`config.mk`:
```
export PLATFORM = sky130hd
export DESIGN_NAME = timer_period_monitor
export DESIGN_NICKNAME = d
export VERILOG_FILES = /design/src/rtl/timer_period_monitor.sv
export SDC_FILE = /design/constraint.sdc
export NUM_CORES = 1
export LEC_CHECK = 0
export BUFFER_PORTS_ARGS = -buffer_cell sky130_fd_sc_hd__buf_4
export CAP_MARGIN = 20
export CORE_UTILIZATION = 57
export CTS_BUF_LIST = sky130_fd_sc_hd__clkbuf_2
export DETAILED_ROUTE_END_ITERATION = 12
export HOLD_SLACK_MARGIN = 0.12
export PLACE_DENSITY = 0.89
export SLEW_MARGIN = 20
export SYNTH_ARGS = -nofsm -noshare
export SYNTH_HDL_FRONTEND = slang
export SYNTH_SLANG_ARGS = --single-unit
```
`constraint.sdc`:
```
create_clock -name clock -period 2.4 [get_ports clock]
set_input_delay 0.24 -clock clock [delete_from_list [all_inputs] [get_ports clock]]
set_output_delay 0.24 -clock clock [all_outputs]
set_load 0.02 [all_outputs]
```
`src/rtl/timer_period_monitor.sv`:
```
// timer_period_monitor: measures spacing of timer trigger pulses,
// flags early/late intervals, counts errors and reports lock.
module timer_period_monitor #(
    parameter int WIDTH      = 7,
    parameter int LOCK_COUNT = 4,
    parameter int ERR_WIDTH  = 8
) (
    input  logic                 clock,
    input  logic                 reset,
    input  logic                 enable,
    input  logic                 trigger,
    input  logic [WIDTH-1:0]     expected_period,
    input  logic                 clear_errors,
    output logic [WIDTH-1:0]     measured,
    output logic                 sample_valid,
    output logic                 match,
    output logic                 late,
    output logic                 locked,
    output logic [ERR_WIDTH-1:0] err_count
);

    localparam int RUN_WIDTH = $clog2(LOCK_COUNT + 1);
    localparam logic [RUN_WIDTH-1:0] RUN_FULL = RUN_WIDTH'(LOCK_COUNT);
    localparam logic [WIDTH-1:0] CNT_MAX = '1;
    localparam logic [ERR_WIDTH-1:0] ERR_MAX = '1;

    typedef enum logic [1:0] {
        IDLE,
        ARM,
        MEASURE
    } state_t;

    state_t               state;
    state_t               state_next;
    logic [WIDTH-1:0]     count;
    logic [RUN_WIDTH-1:0] run;
    logic                 capture;
    logic                 overdue;
    logic                 hit;
    logic                 early;
    logic                 err_inc;

    assign hit     = (count == expected_period);
    assign early   = (count < expected_period);
    assign err_inc = overdue | (capture & early & ~late);
    assign locked  = (run == RUN_FULL);

    // State register
    always_ff @(posedge clock or negedge reset) begin
        if (!reset) begin
            state <= IDLE;
        end else begin
            state <= state_next;
        end
    end

    // Next state plus capture / overdue strobes; enable low overrides all
    always_comb begin
        state_next = state;
        capture    = 1'b0;
        overdue    = 1'b0;
        case (state)
            IDLE: begin
                state_next = ARM;
            end
            ARM: begin
                if (trigger) begin
                    state_next = MEASURE;
                end
            end
            MEASURE: begin
                capture = trigger;
                overdue = !trigger && hit && !late;
            end
            default: begin
                state_next = IDLE;
            end
        endcase
        if (!enable) begin
            state_next = IDLE;
            capture    = 1'b0;
            overdue    = 1'b0;
        end
    end

    // Interval counter, capture registers, late flag and match run
    always_ff @(posedge clock or negedge reset) begin
        if (!reset) begin
            count        <= '0;
            run          <= '0;
            measured     <= '0;
            sample_valid <= 1'b0;
            match        <= 1'b0;
            late         <= 1'b0;
        end else begin
            sample_valid <= 1'b0;
            if (!enable) begin
                count <= '0;
                late  <= 1'b0;
                run   <= '0;
            end else if (state != MEASURE) begin
                count <= '0;
            end else if (capture) begin
                measured     <= count;
                sample_valid <= 1'b1;
                match        <= hit;
                count        <= '0;
                late         <= 1'b0;
                if (hit && !late) begin
                    if (run != RUN_FULL) begin
                        run <= run + 1'b1;
                    end
                end else begin
                    run <= '0;
                end
            end else begin
                if (count != CNT_MAX) begin
                    count <= count + 1'b1;
                end
                if (overdue) begin
                    late <= 1'b1;
                    run  <= '0;
                end
            end
        end
    end

    // Saturating error counter; clear wins over a same-edge increment
    always_ff @(posedge clock or negedge reset) begin
        if (!reset) begin
            err_count <= '0;
        end else if (clear_errors) begin
            err_count <= '0;
        end else if (err_inc && err_count != ERR_MAX) begin
            err_count <= err_count + 1'b1;
        end
    end

endmodule
```
==> impl_metrics.csv <==
group,metric,value,unit
pwr,p_comb_frac,0.084,
clock_network,cts.sinks,30,
setup_path,critPathArrivalTime,2560,ps
timing,setup_tns,0,ps
grt,antenna_found_initial,0,
timing,worst_pin_slew,686,ps
yosys,synth_top_family_by_area,"simple AND/OR/NAND/NOR gates",
yosys,yosys.area.top_type_share,0.470,
grt,grt_max_degree,31,
grt,track_usage,0.272,
yosys,yosys.area.top_type,"dfrtp_1",
setup_path,path_max_fanout,8,
run_status,status,"completed",
cells_and_area,area_growth,24.7,%
placed_design,dp_hpwl,2650,µm
yosys,synthAdderAreaFrac,0.0862,
pwr,seq_power_share,0.624,
yosys,ys_top_cells_by_count,"31 x nand2_1, 30 x dfrtp_1, 14 x inv_1, 12 x a21oi_1, 11 x ha_1",
setup_path,required,2720,ps
setup_path,critPathTopFamily,"simple AND/OR/NAND/NOR gates",
pwr,power_switching,219,µW
placed_design,gp_congestion,0.870,
setup_path,startpoint_type,"flop",
pwr,p_int,604,µW
yosys,ys_async_sr_fraction,1.00,
timing,finalWorstSetupSlack,156,ps
pwr,swShare,0.266,
placed_design,dp_slack,166,ps
detailed_routing,ant_nets,0,
yosys,synth_area_leaders,"dfrtp_1 47%, ha_1 8.6%, nand2_1 7.3%",
cells_and_area,final_area,1990,µm²
clock_network,clk_pin_slew,160,ps
yosys,synth-simple-area-share,0.243,
cells_and_area,drive_above_1_share,0.235,
yosys,synth_seq_cells,30,
detailed_routing,first_iter_violations,50,
clock_network,cts_max_level,2,
setup_path,path_class,"flop to flop",
detailed_routing,viasPerCell,5.71,
grt,grt_pass1_wl,5690,µm
floorplanning,num_rows,18,
pwr,leakagePower,1.02,nW
timing,slew_headroom,0.539,
yosys,syn-mean-instance-area,9.23,µm²
setup_path,crit_chain,"ha_1 > nand4b_1 > or3_4 > a21oi_1 > a21bo_2 > or3_1 > a21oi_1",
setup_path,critical_path.slowest_cell,"dfrtp_1",
setup_path,end_kind,"flop",
floorplanning,die_y,54.9,µm
placed_design,dpl_cell_area,1880,µm²
yosys,synth_edf_count,0,
yosys,ys.warnings.count,0,
floorplanning,die_area,3020,µm²
pwr,power_density,413,nW/µm²
floorplanning,coreArea,2570,µm²
yosys,synth_cell_types,35,
cells_and_area,nNetsFinal,243,
floorplanning,die_x,54.9,µm
detailed_routing,vias,1432,
timing,grt_setup_unrepaired,"no",
timing,setup_violations,0,
detailed_routing,first_pass_iters,4,
timing,fmax,446,MHz
yosys,syn_nets,196,
cells_and_area,antenna_cells,0,
timing,finClkSkew,13.8,ps
grt,grt_pass1_vias,1336,
detailed_routing,drt_wl_total,3690,µm
cells_and_area,utilization,0.775,
timing,maxSlewViolCount,0,
clock_network,numCtsBuffers,5,
floorplanning,start_util,0.622,
timing,fin_crit_sh,0.935,
yosys,synth_cells,173,
clock_network,clk_latency,380,ps
clock_network,cts_tree,"done",
detailed_routing,drc,0,
floorplanning,io_pins,31,
clock_network,clockBufferDepth,2,
yosys,synth_compound_area_frac,0.110,
setup_path,worst_path_most_repeated_cell,"a21oi_1",
timing,finalHoldViolCount,0,
setup_path,cp_num_buf_inv,0,
hold_path,hp-class,"input port to flop",
yosys,ys_seq_area_frac,0.470,
grt,grt.overflow.total,0,
pwr,p_clk_frac,0.292,
cells_and_area,regArea,753,µm²
detailed_routing,wl_per_cell,14.7,µm
yosys,yosys-mux-area-fraction,0.0204,
cells_and_area,fill_cells,183,
clock_network,root_buffer,"clkbuf_2",
yosys,synth_most_common_cell,"nand2_1",
timing,post-route-min-period,2240,ps
setup_path,cpPeakStageDelay,470,ps
flow_run,cap_violations,0,
pwr,peakVddDrop,0.384,mV
yosys,dominantRegCellSynth,"dfrtp_1",
cells_and_area,multiInputGateArea,777,µm²
yosys,syn_area,1600,µm²
yosys,yosys.area_share.xor_xnor,0.0274,
placed_design,port_buffers,30,
-- layout by cell type (no fill, tap or decap), drive strengths merged --
master	count
xnor2	2
nand2b	1
o21ba	1
o211ai	1
a311o	1
nand4	4
nand4b	2
mux2	2
clkinv	4
nor4	1
a32o	1
and4	1
a21bo	1
a211oi	1
nor2	10
dfrtp	30
or3	5
and2	1
nand3b	1
nand3	10
xor2	3
nand4bb	1
dlygate4sd3	3
inv	14
a21oi	12
nand2	31
buf	40
o21ai	9
ha	11
and3b	1
nor2b	2
clkbuf	5
o31ai	2
and3	6
mux2i	1
-- worst reg2reg max path, delay by kind of cell (launching register included) --
family | cells | cell delay [ps]
flops | 1 | 470
fa+ha+maj | 1 | 360
compound gates | 3 | 560
simple gates | 3 | 810
-- layer usage --
layer,GRT usage,up-vias,share of wire
met1,0.322,677,0.44
met3,0.0820,6,0.063
met4,0.100,0,0.0092
met5,0,-,0
li1,-,695,-
met2,0.464,54,0.49
-- layout make-up --
cell class / instances / area share
clock buffers: 5 / 0.0126
repair buffers: 43 / 0.166
inverters: 15 / 0.0283
flip-flops and latches: 30 / 0.378
multi-input cells: 125 / 0.390
well taps: 30 / 0.0189
clock inverters: 3 / 0.00566
-- sequential cells by signal, indices dropped and copies added, names as in the netlist --
| name | flops |
|---|---|
| err_count | 8 |
| late | 1 |
| count | 7 |
| state | 2 |
| match | 1 |
| measured | 7 |
| run | 3 |
| sample_valid | 1 |
-- power by group through the flow --
stage	logic [mW]	registers [mW]	clock network (mW)
after floorplan	0.0261	0.524	0
after global placement	0.0610	0.522	0
after detailed placement	0.0646	0.523	0
after CTS	0.0689	0.514	0.245
after global routing	0.0775	0.514	0.261
final	0.0689	0.513	0.240
-- what timing repair did --
action | in CTS | in global routing
hold buffers | 3 | 0
setup buffers | 0 | 6
hold endpoints to repair | 37 | 0
gates resized for setup | 0 | 2
setup endpoints to repair | 0 | 3
-- through the flow --
step | hold WS [ps] | std cells | total power [mW]
2_1_floorplan | -55.6 | 173 | 0.550
3_3_place_gp | 184 | 234 | 0.583
3_5_place_dp | 190 | 234 | 0.588
4_1_cts | 208 | 245 | 0.827
5_1_grt | 232 | 251 | 0.853
6_report | 220 | 251 | 0.823
-- final timing paths --
kind | cells past startpoint | start | slack, ps | endpoint
setup / recovery | 7 | count[5] | 160 | err_count[3]
hold / removal | 3 | trigger | 220 | state[0]
setup reg to reg | 7 | count[5] | 160 | err_count[3]
hold reg to reg | 2 | measured[4] | 490 | measured[4]
max in group asynchronous | 2 | reset | 1800 | count[1]
min in group asynchronous | 2 | reset | 300 | measured[6]
-- cell families after synthesis --
family / after synthesis
AO/OA/AOI/OAI: 29
XOR/XNOR: 5
adder cells (fa/ha/maj): 11
buffers and inverters: 18
flip-flops: 30
multiplexers: 3
AND/OR/NAND/NOR: 77
Note: power is estimated with default switching activity, not from simulation.
